===== config.mk =====
export PLATFORM = sky130hd
export DESIGN_NAME = cur_blk_pingpong_flat
export DESIGN_NICKNAME = d
export VERILOG_FILES = /design/src/rtl/cur_blk_pingpong_pkg.sv /design/src/rtl/cur_blk_pingpong_if.sv /design/src/rtl/cur_blk_pingpong_bank.sv /design/src/rtl/cur_blk_pingpong.sv /design/src/flat_wrapper.sv
export SDC_FILE = /design/constraint.sdc
export NUM_CORES = 1
export LEC_CHECK = 0
export CAP_MARGIN = 25
export CORE_MARGIN = 2
export CORE_UTILIZATION = 55
export DETAILED_ROUTE_END_ITERATION = 16
export GPL_ROUTABILITY_DRIVEN = 0
export PLACE_DENSITY = 0.72
export SYNTH_ARGS = -nofsm -noshare
export SYNTH_HDL_FRONTEND = slang
export SYNTH_SLANG_ARGS = --single-unit

===== constraint.sdc =====
create_clock -name clock -period 4.16 [get_ports clock]
set_clock_uncertainty 0.05 [all_clocks]
set_input_delay 0.624 -clock clock [delete_from_list [all_inputs] [get_ports clock]]
set_output_delay 0.624 -clock clock [all_outputs]
set_load 0.005 [all_outputs]

===== src/rtl/cur_blk_pingpong_pkg.sv =====
`default_nettype none
// ============================================================================
// Module : me_pkg
// Desc   : Shared sizing constants and read-FSM encoding for the current-block
//          ping-pong feeder of the motion-estimation SAD array.
// Rev    : 1.0  initial release
// ============================================================================
package me_pkg;

  localparam int BLK   = 8;             // block edge in pixels (power of two, 4..16)
  localparam int PIX_W = 8;             // bits per pixel
  localparam int ROW_W = BLK * PIX_W;   // one full block row
  localparam int IDX_W = $clog2(BLK);   // row / column index width

  localparam logic [IDX_W-1:0] LAST_IDX = IDX_W'(BLK - 1);

  // Read-side FSM encoding
  localparam logic [0:0] RD_IDLE = 1'b0;
  localparam logic [0:0] RD_SEND = 1'b1;

endpackage : me_pkg
`default_nettype wire


===== src/rtl/cur_blk_pingpong_if.sv =====
`default_nettype none
// ============================================================================
// Module : cur_blk_pingpong_if
// Desc   : Pixel input stream and block-row output stream of the feeder.
//          slave = the feeder itself, master = the environment driving it.
// Rev    : 1.0  initial release
// ============================================================================
interface cur_blk_pingpong_if;
  import me_pkg::*;

  logic                 in_valid;
  logic                 in_ready;
  logic [PIX_W-1:0]     in_pixel;
  logic                 out_valid;
  logic                 out_ready;
  logic [ROW_W-1:0]     out_row;
  logic [IDX_W-1:0]     out_row_idx;
  logic                 out_last;
  logic                 blk_done;

  modport slave (
    input  in_valid, in_pixel, out_ready,
    output in_ready, out_valid, out_row, out_row_idx, out_last, blk_done
  );

  modport master (
    output in_valid, in_pixel, out_ready,
    input  in_ready, out_valid, out_row, out_row_idx, out_last, blk_done
  );

endinterface : cur_blk_pingpong_if
`default_nettype wire


===== src/rtl/cur_blk_pingpong_bank.sv =====
`default_nettype none
// ============================================================================
// Module : cur_blk_bank
// Desc   : One BLK x BLK pixel store. Single-pixel write port, full-row
//          asynchronous read port. Contents are not reset.
// Rev    : 1.0  initial release
// ============================================================================
module cur_blk_bank
  import me_pkg::*;
(
  input  wire logic             clock,
  input  wire logic             we,
  input  wire logic [IDX_W-1:0] wr_row,
  input  wire logic [IDX_W-1:0] wr_col,
  input  wire logic [PIX_W-1:0] wr_data,
  input  wire logic [IDX_W-1:0] rd_row,
  output logic      [ROW_W-1:0] rd_data
);

  logic [ROW_W-1:0] mem_q [BLK];

  // Pixel write: column c of a row lives in bits [c*PIX_W +: PIX_W]
  always_ff @(posedge clock) begin
    if (we) begin
      mem_q[wr_row][wr_col*PIX_W +: PIX_W] <= wr_data;
    end
  end

  assign rd_data = mem_q[rd_row];

endmodule : cur_blk_bank
`default_nettype wire


===== src/rtl/cur_blk_pingpong.sv =====
`default_nettype none
// ============================================================================
// Module : cur_blk_pingpong
// Desc   : Assembles a raster pixel stream into BLK x BLK blocks in two
//          ping-pong banks and replays each full block one row per cycle.
// Rev    : 1.0  initial release
// ============================================================================
module cur_blk_pingpong
  import me_pkg::*;
(
  input  wire logic         clock,
  input  wire logic         rst,
  cur_blk_pingpong_if.slave bus
);

  logic [1:0]       full_q,      full_d;
  logic             wr_bank_q,   wr_bank_d;
  logic [IDX_W-1:0] wr_col_q,    wr_col_d;
  logic [IDX_W-1:0] wr_row_q,    wr_row_d;
  logic             rd_bank_q,   rd_bank_d;
  logic [IDX_W-1:0] rd_row_q,    rd_row_d;
  logic [0:0]       state_q,     state_d;
  logic             out_valid_q, out_valid_d;
  logic [ROW_W-1:0] out_row_q,   out_row_d;
  logic [IDX_W-1:0] out_idx_q,   out_idx_d;
  logic             out_last_q,  out_last_d;
  logic             blk_done_q,  blk_done_d;

  logic             w_wr_fire;
  logic             w_wr_done;
  logic             w_rd_fire;
  logic [IDX_W-1:0] w_rd_row_inc;
  logic [IDX_W-1:0] w_rd_addr;
  logic [ROW_W-1:0] w_bank_row [2];
  logic [ROW_W-1:0] w_rd_data;

  assign w_wr_fire    = bus.in_valid && !full_q[wr_bank_q];
  assign w_rd_fire    = out_valid_q && bus.out_ready;
  assign w_rd_row_inc = rd_row_q + 1'b1;
  // Look one row ahead on an accepted non-final row so rows stream without a bubble
  assign w_rd_addr    = (w_rd_fire && !out_last_q) ? w_rd_row_inc : rd_row_q;
  assign w_rd_data    = w_bank_row[rd_bank_q];

  generate
    for (genvar b = 0; b < 2; b++) begin : g_bank
      cur_blk_bank u_bank (
        .clock   (clock),
        .we      (w_wr_fire && (wr_bank_q == 1'(b))),
        .wr_row  (wr_row_q),
        .wr_col  (wr_col_q),
        .wr_data (bus.in_pixel),
        .rd_row  (w_rd_addr),
        .rd_data (w_bank_row[b])
      );
    end
  endgenerate

  // Write side: raster column/row counters, bank flip on the last pixel
  always_comb begin
    wr_col_d  = wr_col_q;
    wr_row_d  = wr_row_q;
    wr_bank_d = wr_bank_q;
    w_wr_done = 1'b0;
    if (w_wr_fire) begin
      if (wr_col_q == LAST_IDX) begin
        wr_col_d = '0;
        if (wr_row_q == LAST_IDX) begin
          wr_row_d  = '0;
          wr_bank_d = ~wr_bank_q;
          w_wr_done = 1'b1;
        end else begin
          wr_row_d = wr_row_q + 1'b1;
        end
      end else begin
        wr_col_d = wr_col_q + 1'b1;
      end
    end
  end

  // Read FSM plus full flags; a completing write and a freeing read hit different banks
  always_comb begin
    full_d      = full_q;
    rd_bank_d   = rd_bank_q;
    rd_row_d    = rd_row_q;
    state_d     = state_q;
    out_valid_d = out_valid_q;
    out_row_d   = out_row_q;
    out_idx_d   = out_idx_q;
    out_last_d  = out_last_q;
    blk_done_d  = 1'b0;
    if (w_wr_done) begin
      full_d[wr_bank_q] = 1'b1;
    end
    case (state_q)
      RD_IDLE: begin
        rd_row_d = '0;
        if (full_q[rd_bank_q]) begin
          state_d = RD_SEND;
        end
      end
      default: begin
        if (!out_valid_q) begin
          // First row of a block: register it and raise valid
          out_valid_d = 1'b1;
          out_row_d   = w_rd_data;
          out_idx_d   = rd_row_q;
          out_last_d  = (rd_row_q == LAST_IDX);
        end else if (w_rd_fire) begin
          if (!out_last_q) begin
            rd_row_d   = w_rd_row_inc;
            out_row_d  = w_rd_data;
            out_idx_d  = w_rd_row_inc;
            out_last_d = (w_rd_row_inc == LAST_IDX);
          end else begin
            full_d[rd_bank_q] = 1'b0;
            rd_bank_d   = ~rd_bank_q;
            rd_row_d    = '0;
            out_valid_d = 1'b0;
            blk_done_d  = 1'b1;
            // Includes a block completing this very cycle in the other bank
            state_d     = full_d[~rd_bank_q] ? RD_SEND : RD_IDLE;
          end
        end
      end
    endcase
  end

  // Control state and registered outputs; pixel storage is not reset
  always_ff @(posedge clock or posedge rst) begin
    if (rst) begin
      full_q      <= '0;
      wr_bank_q   <= 1'b0;
      wr_col_q    <= '0;
      wr_row_q    <= '0;
      rd_bank_q   <= 1'b0;
      rd_row_q    <= '0;
      state_q     <= RD_IDLE;
      out_valid_q <= 1'b0;
      out_row_q   <= '0;
      out_idx_q   <= '0;
      out_last_q  <= 1'b0;
      blk_done_q  <= 1'b0;
    end else begin
      full_q      <= full_d;
      wr_bank_q   <= wr_bank_d;
      wr_col_q    <= wr_col_d;
      wr_row_q    <= wr_row_d;
      rd_bank_q   <= rd_bank_d;
      rd_row_q    <= rd_row_d;
      state_q     <= state_d;
      out_valid_q <= out_valid_d;
      out_row_q   <= out_row_d;
      out_idx_q   <= out_idx_d;
      out_last_q  <= out_last_d;
      blk_done_q  <= blk_done_d;
    end
  end

  assign bus.in_ready    = !full_q[wr_bank_q];
  assign bus.out_valid   = out_valid_q;
  assign bus.out_row     = out_row_q;
  assign bus.out_row_idx = out_idx_q;
  assign bus.out_last    = out_last_q;
  assign bus.blk_done    = blk_done_q;

endmodule : cur_blk_pingpong
`default_nettype wire


===== src/flat_wrapper.sv =====
// flat-port wrapper written by rule: the top's interface ports become plain ports
module cur_blk_pingpong_flat import me_pkg::*;
  (clock, rst, bus_in_valid, bus_in_pixel, bus_out_ready, bus_in_ready, bus_out_valid, bus_out_row, bus_out_row_idx, bus_out_last, bus_blk_done);
  cur_blk_pingpong_if bus_i ();
  input  wire logic clock;
  input  wire logic rst;
  input wire logic [$bits(bus_i.in_valid)-1:0] bus_in_valid;
  input wire logic [$bits(bus_i.in_pixel)-1:0] bus_in_pixel;
  input wire logic [$bits(bus_i.out_ready)-1:0] bus_out_ready;
  output wire logic [$bits(bus_i.in_ready)-1:0] bus_in_ready;
  output wire logic [$bits(bus_i.out_valid)-1:0] bus_out_valid;
  output wire logic [$bits(bus_i.out_row)-1:0] bus_out_row;
  output wire logic [$bits(bus_i.out_row_idx)-1:0] bus_out_row_idx;
  output wire logic [$bits(bus_i.out_last)-1:0] bus_out_last;
  output wire logic [$bits(bus_i.blk_done)-1:0] bus_blk_done;
  assign bus_i.in_valid = bus_in_valid;
  assign bus_i.in_pixel = bus_in_pixel;
  assign bus_i.out_ready = bus_out_ready;
  assign bus_in_ready = bus_i.in_ready;
  assign bus_out_valid = bus_i.out_valid;
  assign bus_out_row = bus_i.out_row;
  assign bus_out_row_idx = bus_i.out_row_idx;
  assign bus_out_last = bus_i.out_last;
  assign bus_blk_done = bus_i.blk_done;
  cur_blk_pingpong u_core (.clock(clock), .rst(rst), .bus(bus_i));
endmodule

==> run metrics <==
final core utilization=0.629; Max Freq=267 MHz; class of the worst hold path=input port to async pin; Yosys reg bits=1108; Pleak=18.2 nW; IO Count=83; ys async rst share=0.0758; Synth top area share=0.661; share of layout cells above drive strength 1=0.122; crit share post-route=0.901; area occupied by multi-input gates=11400 um^2; Root Buffer=clkbuf_16; worst skew pair latency=0.68 ns; highest cell delay on the worst timing path=0.84 ns; total grt overflow=0; CTS tree=yes; TritonCTS Buffers=110; final hold viol count=0; r2r setup slk=0.41 ns; max-cap viol count=0; final slew viol count=0; RSZ-0062 raised after global routing=no; clk slew on worst S/H paths=0.06 ns; TNS Setup=0 ns; DR WL/cell=27.4 um; post-synth cell types=50; chip height=295 um; Register Area=32900 um^2; Worst Path Arrival=4.00 ns; CP dominant cell by count=ha_1; H-tree levels=3; crit start category=flop; TritonCTS Sinks=1108; vias=29.8k; DIE AREA=86900 um^2; list of most frequent post-synthesis cells=1024 x edfxtp_1, 604 x o211ai_1, 266 x inv_1; Worst Setup End Kind=flop; Area growth, synth to finish=13.2%; final routed DRC violation total=0; sequential area share after synthesis=0.706; final critical-path required period=3.75 ns; global-route wire length before repair=187 mm; GRT Total Usage=0.288; Syn Nets=3285; antenna violations before repair=3; synth top area cells=edfxtp_1 66%, o211ai_1 9.7%, dfrtp_1 4.5%; Critical Path RT=4.42 ns; CP bufs+invs=1; Total Wirelength=125 mm; Cell Chain, Critical Path=inv_1 > ha_1 > ha_1 > nor4b_2 > nand2_1 > nor2_1; M2 GR Usage=0.469; GRT met3 Usage=0.0516; row count=106; Max Root-Sink Buffers=3; Die Width=295 um; met1 usage=0.381; VDD IR-drop max=376 uV; P per Cell Area=470 nW/um^2; top-count cell post-synth=edfxtp_1; Post-DP HPWL=71.7 mm; Power, Total=24.8 mW; initial drt markers=3713; largest net degree at the start of global routing=194; endpoints failing setup=0; CP delay by family, top=simple AND/OR/NAND/NOR gates; critical path type=flop to flop; Port Buffers=82; post-CTS sizing=0; Mapped Area=46500 um^2; Nets=3349; number of iterations in the first detailed-routing pass=6; area leader, netlist=edfxtp_1; GRT busiest layer=met2; actual slew at the worst max-slew pin=1.17 ns; vias in the first global route=29.7k; Routed Antenna Nets=0; Vias per Instance=6.53; Max FO, Critical Path=13; cts hold-fix bufs=0; crit path max-delay cell type=nor2_1; # Post-CTS Setup Buffers=0; # fillers=6006; YS warnings=0; worst r2r src=u_core.wr_col_q[0]; starting density of the core=0.556; Most used DFF post-synth=edfxtp_1; status=completed; EDFF count, synth=1024; slew margin rel.=0.219; WHS=0.418 ns; CP Launch Point=u_core.wr_col_q[0]; Core Region=83700 um^2; Avg Inst Size Synth=14.3 um^2; Synth Instances=3262
[flip-flops by register name, summed over array words and instances, names as in the netlist, 2 cells and up]
| name | count |
|---|---|
| u_core.bus.out_row | 64 |
| u_core.bus.out_row_idx | 3 |
| u_core.full_q | 2 |
| u_core.g_bank.u_bank.mem_q | 1024 |
| u_core.rd_row_q | 3 |
| u_core.wr_col_q | 3 |
| u_core.wr_row_q | 3 |
[cell families after synthesis]
family          after synthesis  share of synthesized area
flops                      1108                      0.706
fa+ha+maj                    11                    0.00296
xor+xnor                      3                   0.000565
simple gates                535                     0.0520
buf+inv                     548                     0.0493
compound gates              921                      0.159
mux                         136                     0.0296
[final cells by class]
class / instances / area share
well taps: 1134 / 0.0270
flip-flops and latches: 1108 / 0.624
multi-input cells: 1606 / 0.217
diodes: 2 / 0.0000951
clock inverters: 50 / 0.00960
repair buffers: 233 / 0.0433
inverters: 267 / 0.0192
clock buffers: 159 / 0.0593
[path summary, 6_finish.rpt]
kind,cells past startpoint,end
max,6,u_core.g_bank[0].u_bank.mem_q[1][1]
min,2,u_core.wr_col_q[0]
max reg2reg,6,u_core.g_bank[0].u_bank.mem_q[1][1]
min reg2reg,2,u_core.bus.out_row_idx[2]
max in group asynchronous,3,u_core.bus.out_row[29]
min in group clock,2,u_core.bus.out_row_idx[2]
[power by group]
| group | total (mW) | switching (mW) | internal [mW] |
|---|---|---|---|
| registers | 12.8 | 0.0777 | 12.8 |
| clock network | 9.94 | 4.13 | 5.82 |
| logic | 1.96 | 1.59 | 0.379 |
| total | 24.8 | 5.79 | 19.0 |
[placed cells by master, fill, tap and decap left out, types with 21 or more instances in the layout]
| cell type | Yosys | final |
|---|---|---|
| nor2_1 | 151 | 151 |
| nand2_1 | 229 | 228 |
| and2_1 | 56 | 56 |
| dfrtp_1 | 84 | 83 |
| a31oi_1 | 64 | 64 |
| buf_12 | 0 | 23 |
| a31o_2 | 31 | 31 |
| clkinv_2 | 0 | 21 |
| clkbuf_16 | 0 | 113 |
| clkbuf_1 | 176 | 34 |
| a31o_1 | 33 | 33 |
| inv_1 | 266 | 265 |
| buf_4 | 7 | 126 |
| nand4_1 | 65 | 65 |
| o211ai_2 | 40 | 40 |
| o211ai_1 | 604 | 604 |
| o211a_1 | 52 | 52 |
| a221o_1 | 64 | 64 |
| mux2i_1 | 131 | 131 |
| clkdlybuf4s50_1 | 0 | 82 |
| edfxtp_1 | 1024 | 1024 |
[worst reg2reg max path: cells and delay by family, from the launching register on]
kind	cells	cell delay (ns)
simple gates	3	1.98
fa+ha+maj	2	0.60
buf+inv	1	0.14
flops	1	0.59
[per-stage QoR]
stage	setup WS [ns]	std cells	cell area (um^2)
after floorplan	0.991	3262	46500
after global placement	0.516	4346	49000
after detailed placement	0.436	4347	49000
after CTS	0.422	4556	52600
after global routing	0.148	4558	52600
final	0.413	4559	52600
[layer usage]
layer / up-vias / wire [um]
li1: 12800 / -
met1: 15000 / 47200
met2: 1702 / 60800
met3: 319 / 11600
met4: 0 / 5340
met5: - / 0
Power figures use the tool's default switching activity.
